<file path="config.mk">
export PLATFORM = sky130hd
export DESIGN_NAME = mm_tile_scheduler
export DESIGN_NICKNAME = d
export VERILOG_FILES = /design/src/rtl/mm_pkg.sv /design/src/rtl/mm_result_buffer.sv /design/src/rtl/mm_tile_scheduler.sv
export SDC_FILE = /design/constraint.sdc
export NUM_CORES = 1
export LEC_CHECK = 0
export BUFFER_PORTS_ARGS = -buffer_cell sky130_fd_sc_hd__buf_4
export CELL_PAD_IN_SITES_DETAIL_PLACEMENT = 1
export CELL_PAD_IN_SITES_GLOBAL_PLACEMENT = 2
export CORE_MARGIN = 10
export CORE_UTILIZATION = 35
export CTS_CLUSTER_SIZE = 16
export DETAILED_ROUTE_END_ITERATION = 8
export PLACE_DENSITY_LB_ADDON = 0.1
export SYNTH_ARGS = -nofsm -noshare
export SYNTH_HDL_FRONTEND = slang
export SYNTH_SLANG_ARGS = --single-unit
</file>
<file path="constraint.sdc">
create_clock -name clk -period 20.8 [get_ports clk]
set_clock_uncertainty 0.15 [all_clocks]
set_input_delay 1.04 -clock clk [delete_from_list [all_inputs] [get_ports clk]]
set_output_delay 1.04 -clock clk [all_outputs]
set_load 0.01 [all_outputs]
</file>
<file path="src/rtl/mm_pkg.sv">
// Shared types and constants for the GEMM tile scheduler and its result buffer.
package mm_pkg;

  typedef enum logic [2:0] {
    S_IDLE,
    S_CHECK,
    S_START,
    S_RUN,
    S_DRAIN,
    S_DONE
  } state_t;

  localparam logic [1:0] ERR_NONE    = 2'b00;
  localparam logic [1:0] ERR_BADCMD  = 2'b01;
  localparam logic [1:0] ERR_TIMEOUT = 2'b10;

  localparam int RES_W       = 32;
  localparam int CORE_SIZE_W = 17;

endpackage

</file>
<file path="src/rtl/mm_result_buffer.sv">
// Captures the four C results of one 2x2 tile and drains them to the
// memory write port in C11, C12, C21, C22 order.
module mm_result_buffer
  import mm_pkg::*;
#(
  parameter int DIM_W  = 16,
  parameter int ADDR_W = 32
) (
  input  logic                 clk,
  input  logic                 reset,
  input  logic                 capture_en,
  input  logic [3:0]           core_rdy,
  input  logic [4*RES_W-1:0]   core_res,
  input  logic                 drain_en,
  input  logic [ADDR_W-1:0]    base,
  input  logic [DIM_W-1:0]     n,
  input  logic [DIM_W-1:0]     tile_row,
  input  logic [DIM_W-1:0]     tile_col,
  input  logic                 wr_ready,
  output logic                 wr_valid,
  output logic [ADDR_W-1:0]    wr_addr,
  output logic [RES_W-1:0]     wr_data,
  output logic                 wr_last
);

  logic signed [RES_W-1:0] slot [4];
  logic [1:0]              idx;
  logic [ADDR_W-1:0]       row_a, col_a, n_a, c11, c21, addr_sel;

  always_ff @(posedge clk) begin
    if (reset) begin
      for (int i = 0; i < 4; i++) slot[i] <= '0;
      idx <= '0;
    end else begin
      for (int i = 0; i < 4; i++)
        if (capture_en && core_rdy[i]) slot[i] <= signed'(core_res[i*RES_W +: RES_W]);
      // Two-bit index wraps to 0 after the fourth word, ready for the next tile.
      if (drain_en && wr_ready) idx <= idx + 2'd1;
    end
  end

  assign row_a = ADDR_W'({tile_row, 1'b0});
  assign col_a = ADDR_W'({tile_col, 1'b0});
  assign n_a   = ADDR_W'(n);
  assign c11   = base + ((row_a * n_a + col_a) << 2);
  assign c21   = c11 + (n_a << 2);

  always_comb begin
    addr_sel = c11;
    case (idx)
      2'd0: addr_sel = c11;
      2'd1: addr_sel = c11 + ADDR_W'(4);
      2'd2: addr_sel = c21;
      2'd3: addr_sel = c21 + ADDR_W'(4);
      default: addr_sel = c11;
    endcase
  end

  assign wr_valid = drain_en;
  assign wr_addr  = drain_en ? addr_sel : '0;
  assign wr_data  = drain_en ? slot[idx] : '0;
  assign wr_last  = drain_en && wr_ready && (idx == 2'd3);

endmodule

</file>
<file path="src/rtl/mm_tile_scheduler.sv">
// Walks the 2x2 output tiles of an M x N GEMM row-major, driving the systolic
// core per tile and streaming each tile's results to memory.
module mm_tile_scheduler
  import mm_pkg::*;
#(
  parameter int DIM_W   = 16,
  parameter int ADDR_W  = 32,
  parameter int TIMEOUT = 1024
) (
  input  logic                          clk,
  input  logic                          reset,
  input  logic                          cmd_valid,
  output logic                          cmd_ready,
  input  logic [DIM_W-1:0]              cmd_m,
  input  logic [DIM_W-1:0]              cmd_n,
  input  logic [DIM_W-1:0]              cmd_k,
  input  logic [ADDR_W-1:0]             cmd_c_base,
  output logic                          core_start,
  output logic signed [CORE_SIZE_W-1:0] core_size,
  output logic [DIM_W-1:0]              tile_row,
  output logic [DIM_W-1:0]              tile_col,
  input  logic [3:0]                    core_rdy,
  input  logic [4*RES_W-1:0]            core_res,
  output logic                          wr_valid,
  input  logic                          wr_ready,
  output logic [ADDR_W-1:0]             wr_addr,
  output logic [RES_W-1:0]              wr_data,
  output logic                          busy,
  output logic                          done,
  output logic                          err,
  output logic [1:0]                    err_code
);

  localparam int WD_W = $clog2(TIMEOUT + 1);

  state_t              state, state_nxt;
  logic [DIM_W-1:0]    m_q, n_q, k_q;
  logic [ADDR_W-1:0]   base_q;
  logic [WD_W-1:0]     wdog;
  logic [1:0]          err_code_q;
  logic                err_q;
  logic                bad_cmd, col_last, row_last, last_tile, timeout_hit, wr_last;

  assign bad_cmd     = m_q[0] || (m_q == '0) || n_q[0] || (n_q == '0) || (k_q == '0);
  assign col_last    = tile_col == (n_q >> 1) - DIM_W'(1);
  assign row_last    = tile_row == (m_q >> 1) - DIM_W'(1);
  assign last_tile   = col_last && row_last;
  // wdog holds the number of cycles elapsed since core_start.
  assign timeout_hit = wdog == WD_W'(TIMEOUT - 1);

  always_comb begin
    state_nxt = state;
    case (state)
      S_IDLE:  if (cmd_valid) state_nxt = S_CHECK;
      S_CHECK: state_nxt = bad_cmd ? S_DONE : S_START;
      S_START: state_nxt = S_RUN;
      S_RUN: begin
        if (core_rdy[3])      state_nxt = S_DRAIN;
        else if (timeout_hit) state_nxt = S_DONE;
      end
      S_DRAIN: if (wr_last) state_nxt = last_tile ? S_DONE : S_START;
      S_DONE:  state_nxt = S_IDLE;
      default: state_nxt = S_IDLE;
    endcase
  end

  always_ff @(posedge clk) begin
    if (reset) begin
      state      <= S_IDLE;
      m_q        <= '0;
      n_q        <= '0;
      k_q        <= '0;
      base_q     <= '0;
      tile_row   <= '0;
      tile_col   <= '0;
      wdog       <= '0;
      err_code_q <= ERR_NONE;
      err_q      <= 1'b0;
    end else begin
      state <= state_nxt;
      case (state)
        S_IDLE: if (cmd_valid) begin
          m_q        <= cmd_m;
          n_q        <= cmd_n;
          k_q        <= cmd_k;
          base_q     <= cmd_c_base;
          err_code_q <= ERR_NONE;
          err_q      <= 1'b0;
        end
        S_CHECK: begin
          if (bad_cmd) err_code_q <= ERR_BADCMD;
          tile_row <= '0;
          tile_col <= '0;
        end
        S_START: wdog <= WD_W'(1);
        S_RUN: begin
          wdog <= wdog + WD_W'(1);
          if (!core_rdy[3] && timeout_hit) err_code_q <= ERR_TIMEOUT;
        end
        S_DRAIN: if (wr_last && !last_tile) begin
          if (col_last) begin
            tile_col <= '0;
            tile_row <= tile_row + DIM_W'(1);
          end else begin
            tile_col <= tile_col + DIM_W'(1);
          end
        end
        S_DONE: err_q <= (err_code_q != ERR_NONE);
        default: ;
      endcase
    end
  end

  assign cmd_ready  = (state == S_IDLE);
  assign busy       = (state != S_IDLE);
  assign core_start = (state == S_START);
  assign done       = (state == S_DONE);
  assign core_size  = signed'(CORE_SIZE_W'(k_q));
  assign err        = err_q;
  assign err_code   = err_code_q;

  mm_result_buffer #(
    .DIM_W  (DIM_W),
    .ADDR_W (ADDR_W)
  ) u_buf (
    .clk        (clk),
    .reset      (reset),
    .capture_en (state == S_RUN),
    .core_rdy   (core_rdy),
    .core_res   (core_res),
    .drain_en   (state == S_DRAIN),
    .base       (base_q),
    .n          (n_q),
    .tile_row   (tile_row),
    .tile_col   (tile_col),
    .wr_ready   (wr_ready),
    .wr_valid   (wr_valid),
    .wr_addr    (wr_addr),
    .wr_data    (wr_data),
    .wr_last    (wr_last)
  );

endmodule
</file>
# [Word-level counts from Yosys, hierarchy flattened]
# Memory sizes are Yosys's and may differ from the RTL's. A register that Yosys moved wholly into a read port is not among the register bits.
# Cells that the tools add are included.
[totals] reg_bits=131 ram_bits=128 input_bits=216 output_inout_bits=121 elab_cells=121 mem_count=1
[memory_table] memory="u_buf.slot" depth=4 word_bits=32 rd=1 rd_clocked_by_memory_dff=1 wr=4 line="mm_result_buffer.sv:26" text="logic signed [RES_W-1:0] slot [4];"
[classes] addsub=11 n_mul=1 n_eq_ne=18 mux=43 bitwise_logic=4 reduce_logical=32
[op_table] cell="32-bit two-way mux" n=6
[op_table] cell="32-bit case mux with 4 select lines" n=1
[op_table] cell="32-bit by 3-bit adder with 32-bit output, second input constant" n=2
[op_table] cell="16-bit two-way mux" n=4
[op_table] cell="16-bit case mux with 2 select lines" n=2
[op_table] cell="16-bit logical NOT" n=3
[op_table] cell="16-bit by 1-bit adder with 16-bit output, second input constant" n=2
[op_table] cell="32-bit by 18-bit adder with 32-bit output" n=1
[op_table] cell="32-bit adder" n=1
[op_table] cell="16-bit == test" n=2
[op_table] cell="15-bit by 1-bit subtractor with 16-bit output, second input constant" n=2
[op_table] cell="30-bit by 17-bit adder with 30-bit output" n=1
[op_table] cell="16-bit by 16-bit multiplier with 29-bit output" n=1
[op_table] cell="11-bit case mux with 2 select lines" n=1
[op_table] cell="3-bit two-way mux" n=6
[op_table] cell="1-bit two-way mux" n=15
[op_table] cell="3-bit case mux with 5 select lines" n=1
[op_table] cell="2-bit inequality test, second input constant" n=6
[op_table] cell="11-bit by 1-bit adder with 11-bit output, second input constant" n=1
[op_table] cell="11-bit by 10-bit == test with 1-bit output, second input constant" n=1
[op_table] cell="2-bit two-way mux" n=5
[op_table] cell="1-bit logical AND" n=9
[op_table] cell="2-bit nonzero test" n=4
[op_table] cell="3-bit by 2-bit == test with 1-bit output, second input constant" n=2
[op_table] cell="other kinds (17)" n=30

# [Depth between registers and ports, before layout]
[logic_depth] word_depth=7 mapped_depth=47 mapped_depth_nobuf=44

# [Modules after synthesis]
# From an unflattened synthesis, not the netlist that was laid out.
[hier_totals] cells_unflattened=3080 hier_area_um2=26741.9
[by_module_without_submodules] mod="mm_result_buffer" instances=1 cells_per_inst=2248 area_per_inst_um2=20280.7
[by_module_without_submodules] mod="mm_tile_scheduler" instances=1 cells_per_inst=832 area_per_inst_um2=6461.2

# [Least setup slack after synthesis]
# No wires, ideal clock.
[synth_path] kind="reg2out" startpoint="register tile_row[12]" endpoint="output port wr_addr[28]" t_arrival_ns=10.172 required_ns=19.610 setup_slack_ns=9.438 stages_incl_launch_ff=41 path_buffers=5 path_cell_list="dfxtp_1 clkbuf_1 clkbuf_1 nand2_1 fa_1 fa_1 fa_1 inv_1 fa_1 fa_1 inv_1 fa_1 inv_1 ha_1 clkbuf_1 nand2_1 a2111oi_0 a21o_1 [5 not listed] nor2_1 a311o_1 xnor2_1 ha_1 clkbuf_1 nand2_1 o31ai_1 nor3_1 a211oi_1 and2_1 clkbuf_1 and3_1 o211ai_1 a2111oi_2 nand2_1 or4_1 nand3_1 a21oi_1"
[synth_between] elab_chain_len=7
[synth_lines] element="start: declaration" line="mm_tile_scheduler.sv:20" text="output logic [DIM_W-1:0] tile_row,"
[synth_lines] element="start signal: assignment" line="mm_tile_scheduler.sv:103" text="tile_row <= tile_row + DIM_W'(1);"
[synth_lines] element="16-bit by 16-bit multiplier with 29-bit output (*)" line="mm_result_buffer.sv:45" text="assign c11 = base + ((row_a * n_a + col_a) << 2);"
[synth_lines] element="30-bit by 17-bit adder with 30-bit output (*)" line="mm_result_buffer.sv:45"
[synth_lines] element="32-bit adder (*)" line="mm_result_buffer.sv:45"
[synth_lines] element="32-bit by 18-bit adder with 32-bit output" line="mm_result_buffer.sv:46" text="assign c21 = c11 + (n_a << 2);"
[synth_lines] element="32-bit by 3-bit adder with 32-bit output" line="mm_result_buffer.sv:54" text="2'd3: addr_sel = c21 + ADDR_W'(4);"
[synth_lines] element="32-bit case mux with 4 select lines (*)" line="mm_result_buffer.sv:50" text="case (idx)"
[synth_lines] element="32-bit two-way mux (*)" line="mm_result_buffer.sv:60" text="assign wr_addr = drain_en ? addr_sel : '0;"
[synth_lines] element="end: declaration" line="mm_tile_scheduler.sv:26" text="output logic [ADDR_W-1:0] wr_addr,"
# Every way passes the cells marked *; elsewhere a longest branch is shown, timed or not.

# [Worst setup path in the final report]
[layout_path] startpoint="register n_q[3]" endpoint="output port wr_addr[31]"
[layout_between] elab_chain_len=7
[layout_lines] element="start: declaration" line="mm_tile_scheduler.sv:37" text="logic [DIM_W-1:0] m_q, n_q, k_q;"
[layout_lines] element="start signal: assignment" line="mm_tile_scheduler.sv:84" text="n_q <= cmd_n;"
[layout_lines] element="16-bit by 16-bit multiplier with 29-bit output" line="mm_result_buffer.sv:45"
[layout_lines] element="30-bit by 17-bit adder with 30-bit output" line="mm_result_buffer.sv:45"
[layout_lines] element="32-bit adder" line="mm_result_buffer.sv:45"
[layout_lines] element="32-bit by 18-bit adder with 32-bit output" line="mm_result_buffer.sv:46"
[layout_lines] element="32-bit by 3-bit adder with 32-bit output" line="mm_result_buffer.sv:54"
[layout_lines] element="32-bit case mux with 4 select lines (*)" line="mm_result_buffer.sv:50"
[layout_lines] element="32-bit two-way mux (*)" line="mm_result_buffer.sv:60"
# Marks and branches as above.

==> results.cfg <==
[critical_path]
crit_path_max_fanout = 23
rrSetupSlack_ns = 15.42
r2r-end = tile_row[7]$_SDFFE_PP0P_
max_stage_delay_ns = 0.93
cp_slowest_cell = dfxtp_1
crit_arrival_ns = 12.19
end_kind = output port
crit_required_ns = 19.61
r2r_cells = 14
reg2reg_from = n_q[1]$_SDFFE_PP0P_
cp_common_cell = ha_1
crit_start = n_q[3]$_SDFFE_PP0P_
start_kind = flop
setup.worst_path.class = reg2out

[floorplanning]
placement_rows = 99
die_w_um = 292
initial_core_util = 0.354
io_pins = 337
die_y_um = 292
die_area_sq_mm = 0.0854
core_sq_mm = 0.0732

[timing]
tns_ns = 0
setup_viol = 0
rsz0062_at_grt = no
tightest_slew_ns = 1.08
timing.fmax_mhz = 74.7
finalHoldViolCount = 0
hold_slack_ns = 0.313
fin_crit_ns = 13.38
finalCritPeriodShare = 0.643
relSlewSlack = 0.277
maxSlewViolCount = 0

[place]
place.gp.congestion = 0.860
placed_cell_area_sq_mm = 0.0292
dp_hpwl_um = 76200
io_buffer_count = 335

[power]
p_int_w = 0.00124
switchingPower_w = 0.000814
combPwrFrac = 0.358
power_density_mw_per_mm2 = 67.6
pwr-share-seq = 0.335
power_w = 0.00206
swShare = 0.396
clkPwrFrac = 0.307
peakVddDrop_mv = 0.0686
p_leak_nw = 13.9

[final_layout]
multi_input_area_sq_mm = 0.0176
area_growth_syn_to_layout_pct = 17.2
nets = 3787
seq_area_sq_mm = 0.00651
n_fill_cell = 8574
postLayoutCellArea_sq_mm = 0.0304
layout-drive-gt1-share = 0.151

[hold_path]
min_from = n_q[0]$_SDFFE_PP0P_
hold_path_class = reg2reg
hold_path_depth = 2
min_delay_worst_endpoint = n_q[0]$_SDFFE_PP0P_

[grt]
grt_pass1_vias = 24890
grt_overflow_total = 0
grt_pass1_wl_um = 151000
track_usage = 0.223
grt_max_degree = 129
antenna_found_initial = 10

[cts]
htree_levels = 2
clk_pin_slew_ns = 0.06
clock_latency_ns = 0.57
cts_buffers = 35
cts_buffer_depth = 3
cts.sinks = 261
hold_buffers = 0
cts_tree = done
cts-root-buf = clkbuf_16
cts-resized-gates = 0
postCtsSetupRepairBufs = 0

[flow_run]
maxCapViolCount = 0

[synth]
async_flop_share = 0
synthesis.nets = 3572
yosys_register_bits = 261
synth_cells = 3000
ys_types = 89
ys.flop_type = dfxtp_1
synth_warnings = 0
avgSynthCellArea_sq_um = 8.65
mappedNetlistArea_sq_mm = 0.0259
synth-edff-count = 128
ys_seq_area_frac = 0.251

[outcome]
outcome = complete, no violations

[routing]
vias_per_cell = 5.40
vias = 22736
drtIter0Drc = 1260
wirelength_um = 97200
detail-route-antenna-nets = 0
dr.pass1.iters = 5
wl_per_cell_um = 23.1
drc = 0
kinds of logic (layout without fill, tap and decap cells):
group           count (synthesis)  after routing  synth area share
simple gates                 1138           1138             0.222
compound gates                534            534             0.132
buf+inv                       481            722            0.0704
fa+ha+maj                     356            356             0.228
flops                         261            261             0.251
xor+xnor                      179            179            0.0613
mux                            50             50            0.0350
other cells                     1              8          0.000145
power by group through the flow:
stage | Sequential [W] | Combinational [W] | Clock [W]
6_report | 0.000689 | 0.000736 | 0.000630
5_1_grt | 0.000699 | 0.000816 | 0.000667
4_1_cts | 0.000690 | 0.000747 | 0.000647
3_5_place_dp | 0.000701 | 0.000743 | 0
3_3_place_gp | 0.000696 | 0.000728 | 0
2_1_floorplan | 0.000642 | 0.000495 | 0
cells in the final DEF, fill, tap and decap left out, types with 31 or more instances in the layout:
cell type  Yosys  layout
and2_1       137     136
and3_1       192     192
nor2_1       151     149
nor3_1        45      45
ha_1         161     161
clkbuf_16      0      35
nand3_1       60      60
nand2_1      399     398
fa_1         195     195
a21o_1        43      43
o21ai_0       79      79
edfxtp_1     128     128
xnor2_1      107     107
mux4_2        32      32
xor2_1        70      70
inv_1        289     289
a21oi_1      201     201
dfxtp_1      133     132
buf_4          1     368
a211oi_1      31      31
flip-flops by register name, indices dropped and copies added, names as in the netlist, named ones only:
signal      flops
u_buf.slot    128
state           3
base_q         32
k_q            16
wdog           11
m_q            16
err_code        2
err             1
tile_row       16
u_buf.idx       2
tile_col       16
n_q            16
critical path: cells and delay by family (launching register included):
family                     cells  cell delay, ns
adders and majority gates      9            3.68
and+or+nand+nor               10            2.43
AOI/OAI and AO/OA             14            3.72
xor gates and xnor gates       2            0.32
buffers and inverters          4            0.28
muxes                          1            0.25
DFF                            1            0.93
stage by stage:
step                      utilization  cells  setup slack, ns
after floorplan                     -   3000             9.44
after global placement          0.399   4137             8.51
after detailed placement        0.399   4137             8.13
after CTS                       0.415   4200             7.47
after global routing            0.415   4207             6.57
final                           0.415   4207             7.42
synthesized netlist by cell type, drive strengths merged (14+ instances only):
master / count / area share
o211ai: 16 / 0.0046
and2: 139 / 0.034
clkbuf: 174 / 0.025
nor4: 23 / 0.0066
and3: 192 / 0.046
a21oi: 201 / 0.039
ha: 161 / 0.078
nand3: 60 / 0.012
nor2: 151 / 0.022
nand2: 399 / 0.058
inv: 289 / 0.042
mux4: 32 / 0.028
nor2b: 16 / 0.0039
edfxtp: 128 / 0.15
a211oi: 31 / 0.0090
xnor2: 107 / 0.036
a31oi: 17 / 0.0043
o21ai: 84 / 0.016
fa: 195 / 0.15
a22oi: 16 / 0.0046
a21o: 43 / 0.012
xor2: 71 / 0.024
buf: 16 / 0.0030
or3: 18 / 0.0045
o21a: 17 / 0.0049
nand4: 14 / 0.0034
nand2b: 15 / 0.0036
dfxtp: 133 / 0.10
nor3: 45 / 0.0087
metal layers:
| metal | part of all wire | track usage |
|---|---|---|
| met1 | 0.44 | 0.279 |
| met2 | 0.48 | 0.387 |
| met3 | 0.047 | 0.0376 |
| met4 | 0.032 | 0.0724 |
| met5 | 0.00022 | 0 |
final cells by class:
cell class | instances | area share
multi-input cells | 2258 | 0.580
repair buffers | 368 | 0.0909
flip-flops and latches | 261 | 0.214
clock inverters | 15 | 0.00700
clock buffers | 48 | 0.0317
inverters | 291 | 0.0359
well taps | 959 | 0.0395
diodes | 7 | 0.000576
how the worst max path moves through the flow:
| stage | end | slack (ns) | depth (start not counted) |
|---|---|---|---|
| finish | wr_addr[31] | 7.42 | 40 |
| global route | wr_addr[31] | 6.57 | 40 |
| CTS | wr_addr[28] | 7.47 | 40 |
| detailed placement | wr_addr[28] | 8.13 | 36 |
| global placement | wr_addr[28] | 8.51 | 40 |
| floorplan | wr_addr[28] | 9.44 | 40 |
(Power assumes the default switching activity.)
